## src/rtl/full_adder.sv

```systemverilog
// Parameterised ripple-carry adder: combinational sum/carry plus a one-stage registered copy.
// Define FULL_ADDER_OVF_EN to build the signed-overflow flag; otherwise ovf/ovf_q read as 0.
module full_adder #(
  parameter int unsigned WIDTH = 1
) (
  input  logic             clk,
  input  logic             reset,
  input  logic [WIDTH-1:0] a,
  input  logic [WIDTH-1:0] b,
  input  logic             ci,
  input  logic             in_valid,
  output logic [WIDTH-1:0] out,
  output logic             co,
  output logic             ovf,
  output logic [WIDTH-1:0] out_q,
  output logic             co_q,
  output logic             ovf_q,
  output logic             vld_q
);

  logic [WIDTH:0]   w_c;
  logic [WIDTH-1:0] w_sum;

  logic [WIDTH-1:0] r_out_q;
  logic             r_co_q;
  logic             r_vld_q;

  assign w_c[0] = ci;

  for (genvar i = 0; i < WIDTH; i++) begin : g_cell
    logic w_p;
    assign w_p        = a[i] ^ b[i];
    assign w_sum[i]   = w_p ^ w_c[i];
    assign w_c[i+1]   = (a[i] & b[i]) | (w_c[i] & w_p);
  end

  assign out = w_sum;
  assign co  = w_c[WIDTH];

  always_ff @(posedge clk or posedge reset) begin
    if (reset) begin
      r_out_q <= '0;
      r_co_q  <= 1'b0;
      r_vld_q <= 1'b0;
    end else begin
      r_vld_q <= in_valid;
      if (in_valid) begin
        r_out_q <= w_sum;
        r_co_q  <= w_c[WIDTH];
      end
    end
  end

  assign out_q = r_out_q;
  assign co_q  = r_co_q;
  assign vld_q = r_vld_q;

`ifdef FULL_ADDER_OVF_EN
  logic w_ovf;
  logic r_ovf_q;

  // Carries into and out of the sign bit disagree exactly on two's-complement overflow.
  assign w_ovf = w_c[WIDTH] ^ w_c[WIDTH-1];

  always_ff @(posedge clk or posedge reset) begin
    if (reset) begin
      r_ovf_q <= 1'b0;
    end else if (in_valid) begin
      r_ovf_q <= w_ovf;
    end
  end

  assign ovf   = w_ovf;
  assign ovf_q = r_ovf_q;
`else
  assign ovf   = 1'b0;
  assign ovf_q = 1'b0;
`endif

endmodule

```

## config.mk

```make
export PLATFORM = sky130hd
export DESIGN_NAME = full_adder
export DESIGN_NICKNAME = d
export VERILOG_FILES = /design/src/rtl/full_adder.sv
export SDC_FILE = /design/constraint.sdc
export NUM_CORES = 1
export LEC_CHECK = 0
export ABC_AREA = 1
export CAP_MARGIN = 20
export CORE_AREA = 2 2 39 41
export CTS_BUF_LIST = sky130_fd_sc_hd__clkbuf_2
export CTS_CLUSTER_DIAMETER = 30
export DETAILED_ROUTE_END_ITERATION = 6
export DIE_AREA = 0 0 41 43
export SYNTH_ARGS = -nofsm -noshare
export SYNTH_HDL_FRONTEND = slang
export SYNTH_SLANG_ARGS = --single-unit
```

## constraint.sdc

```tcl
create_clock -name clk -period 1.4 [get_ports clk]
set_input_delay 0.35 -clock clk [delete_from_list [all_inputs] [get_ports clk]]
set_output_delay 0.35 -clock clk [all_outputs]
set_load 0.02 [all_outputs]
```

* Word level (Yosys, flattened, before mapping)
Cells that the tools add are included.
Cells by class: bitwise logic cells 5
Operators with widths (count):
- 1-bit AND | 2
- 1-bit bitwise XOR | 2
- 1-bit bitwise OR | 1
Word-level totals: register bits after elaboration 3, bits of input ports 6, logic and storage cells 8

* Logic depth before layout (Yosys ltp)
depth after elaboration 3, gate-level depth with buffers 3, gate-level depth less buffers 3

* Worst setup path after synthesis
No wires, ideal clock.
path kind input -> output, start point in a, end point out out, arrival 1008 ps, setup slack 42 ps, cell stages on the path 1, cell sequence fa_1
On the way: longest elaborated chain between the ends 2
RTL lines:
- start: declaration | RTL line 8 | input logic [WIDTH-1:0] a,
- 1-bit bitwise XOR | RTL line 32 | assign w_p = a[i] ^ b[i];
- 1-bit bitwise XOR | RTL line 33 | assign w_sum[i] = w_p ^ w_c[i];
- end: declaration | RTL line 12 | output logic [WIDTH-1:0] out,
Every way passes these cells.

* Final worst setup path
start point in ci, end point out out
On the way: longest elaborated chain between the ends 1
RTL lines:
- start: declaration | RTL line 10 | input logic ci,
- 1-bit bitwise XOR | RTL line 33
Every way passes these cells.

==> metrics.log <==
INFO  metric avgSynthCellArea = 9.59 sq um
INFO  metric max_cap_violations = 0
INFO  metric final_nets = 38
INFO  metric viasPerCell = 3.13
INFO  metric port-buffer-count = 10
INFO  metric leakage = 0.154 nW
INFO  metric cts_hold_buf = 0
INFO  metric die_area = 1760 sq um
INFO  metric detail_route.drc_violations = 0
INFO  metric filler_cells = 159
INFO  metric outcome = complete, but fails checks
INFO  metric globalRouteTotalUtil = 4.23%
INFO  metric synth_commonest_cells = 6 x sky130_fd_sc_hd__nand2_1, 3 x sky130_fd_sc_hd__dfrtp_1, 2 x sky130_fd_sc_hd__buf_4, 2 x sky130_fd_sc_hd__inv_1
INFO  metric rrSetupSlack = 0.81 ns
INFO  metric synth.yosys.seq_area_share = 52.2%
INFO  metric critical_path.n_buffers_inverters = 2
INFO  metric placement.cell_area = 268 sq um
INFO  metric dr_total_vias = 144
INFO  metric antenna_cells = 0
INFO  metric r2r_start = co_q
INFO  metric ir_worst_vdd = 0.000204 V
INFO  metric worst_clock_skew = 0 ns
INFO  metric fp.dieW = 41 microns
INFO  metric grt_first_pass_wirelength = 414 microns
INFO  metric syn2layout_area_growth = 94.8%
INFO  metric post_synth_inst_count = 15
INFO  metric powerDensity = 1120 nW/um^2
INFO  metric required = 1.05 ns
INFO  metric overflow = 0
INFO  metric worst-path-max-fanout = 2
INFO  metric violations = negative setup slack
INFO  metric hold_viol_final = 0
INFO  metric seq_power_share = 31.8%
INFO  metric synth_edf_count = 0
INFO  metric final-seq-area = 75.1 sq um
INFO  metric grt_start_max_net_pins = 5
INFO  metric comb_power_share = 29.6%
INFO  metric switching_power = 0.0967 mW
INFO  metric crit_family = adder cells
INFO  metric number_of_antenna_violations_at_the_first_check_in_global_routing = 0
INFO  metric finalCriticalPeriod = 1.49 ns
INFO  metric cts_buffer_depth = 2
INFO  metric worst_r2r_endpoint = co_q
INFO  metric tns = -0.0896 ns
INFO  metric cp_data_arrival_time = 1.14 ns
INFO  metric synthesis.yosys.warnings = 0
INFO  metric power_switching_share = 30.7%
INFO  metric worstRegToRegCells = 2
INFO  metric cts_buffers = 3
INFO  metric finish.instance_area = 280 sq um
INFO  metric drt-total-wl = 299 microns
INFO  metric timing.critical_path.mode_cell = sky130_fd_sc_hd__buf_6
INFO  metric setup_viol = 1
INFO  metric core_area = 1380 sq um
INFO  metric critical_path.startpoint_type = primary input
INFO  metric report.power.total = 0.315 mW
INFO  metric max_slew_vio_count = 0
INFO  metric ant_nets = 0
INFO  metric die_height = 43 microns
INFO  metric synth_most_common_cell = sky130_fd_sc_hd__nand2_1
INFO  metric rsz0062_at_grt = true
INFO  metric criticalPathCategory = in2out
INFO  metric cts_root_buf = sky130_fd_sc_hd__clkbuf_2
INFO  metric netlist.area_leader.share = 52.2%
INFO  metric synth_area_leaders = sky130_fd_sc_hd__dfrtp_1 52%, sky130_fd_sc_hd__nand2_1 16%, sky130_fd_sc_hd__fa_1 14%
INFO  metric timing.critical_path.slowest_cell_delay = 0.58 ns
INFO  metric critical-path-slowest-cell = sky130_fd_sc_hd__fa_2
INFO  metric clock_latency_reported_for_the_late_side_of_the_worst_skew_pair = 0.20 ns
INFO  metric synth_area = 144 sq um
INFO  metric maxClockFrequency = 0.671 GHz
INFO  metric p_clk_share = 38.6%
INFO  metric detailed_router_s_first_iteration_violation_count = 2
INFO  metric initial_core_util = 10.4%
INFO  metric final_critical_path_setup_slack = -0.0896 ns
INFO  metric synthFlopType = sky130_fd_sc_hd__dfrtp_1
INFO  metric placementRows = 14
INFO  metric layout_worst_path_cycle_share = 106%
INFO  metric ys_ff_latch = 3
INFO  metric internal_power = 0.218 mW
INFO  metric yosys.cell_types.count = 6
INFO  metric grt_pass1_vias = 132
INFO  metric hold_path_class = in2async
INFO  metric routabilityCongestion = 0.545
INFO  metric cts.reportedPaths.clkPinSlew = 0.04 ns
INFO  metric cts.sink_count = 3
INFO  metric multi_input_comb_area = 52.6 sq um
INFO  metric tritoncts = yes
INFO  metric cts-htree-levels = 1
INFO  metric drtPass1Iterations = 2
INFO  metric ios = 13
INFO  metric ys_async_sr_fraction = 100%
INFO  metric wl_per_cell = 6.50 microns
INFO  metric path_cells = buf_6 > fa_2 > buf_6
INFO  metric synthDominantAreaCellType = sky130_fd_sc_hd__dfrtp_1
INFO  metric critical_path.endpoint_type = primary output
INFO  metric drive_above_1_share = 40.0%
[worst max-delay path by stage]
stage	slack, ns	startpoint	to	depth (start not counted)
final	-0.09	ci	out	3
after global routing	-0.11	ci	out	3
after CTS	-0.09	ci	out	3
after detailed placement	-0.91	a	out	3
after global placement	-0.91	a	out	3
after floorplan	0.04	a	out	1
[cells in the final DEF (no fill, tap or decap), drive strengths merged]
master         Yosys  layout
buf                2       7
nand2              6       6
clkbuf             0       4
dfrtp              3       3
dlygate4sd2        0       3
inv                2       2
conb               1       2
clkdlybuf4s50      0       2
fa                 1       1
[per-stage QoR]
step / std cells / utilization [%] / worst slack, ns / hold slack, ns
floorplan: 16 / - / 0.0425 / 0.104
global placement: 42 / 19.3 / -0.906 / 0.464
detailed placement: 42 / 19.3 / -0.911 / 0.467
CTS: 46 / 20.3 / -0.0910 / 0.307
global route: 46 / 20.3 / -0.108 / 0.331
finish: 46 / 20.3 / -0.0896 / 0.314
[power by group through the flow]
| stage | registers, mW | logic [mW] | clock network [mW] |
|---|---|---|---|
| after floorplan | 0.113 | 0.0354 | 0 |
| after global placement | 0.102 | 0.0979 | 0 |
| after detailed placement | 0.102 | 0.0981 | 0 |
| after CTS | 0.100 | 0.0943 | 0.129 |
| after global routing | 0.101 | 0.102 | 0.131 |
| final | 0.100 | 0.0931 | 0.122 |
[state kept, by name, indices dropped and copies added, names as in the netlist]
signal / flops
co_q: 1
out_q: 1
vld_q: 1
[what timing repair did]
item	CTS	global route
gates resized for setup	29	0
pin swaps	1	0
setup endpoints to repair	6	1
buffers inserted	0	0
[area by class of cell]
cell class / instances / share of cell area [%]
Inverter: 2 / 2.68
Clock buffer: 4 / 7.14
Sequential cell: 3 / 26.8
Timing Repair Buffer: 12 / 37.5
Multi-Input combinational cell: 9 / 18.7
Tap cell: 16 / 7.14
[logic make-up (layout without fill, tap and decap cells)]
kind of cell / after synthesis / in the layout / synth area share, %
AND/OR/NAND/NOR: 6 / 6 / 15.7
buffers and inverters: 4 / 18 / 15.7
flip-flops: 3 / 3 / 52.2
adder cells (fa/ha/maj): 1 / 1 / 13.9
other: 1 / 2 / 2.61
[metal layers]
| layer | up-vias | routed length [microns] | GRT usage (%) |
|---|---|---|---|
| li1 | 69 | - | - |
| met3 | 2 | 42 | 0 |
| met2 | 12 | 133 | 4.69 |
| met5 | - | 0 | 0 |
| met1 | 61 | 108 | 3.90 |
| met4 | 0 | 14 | 10.0 |
No activity file was read; power rests on OpenSTA's default activity.
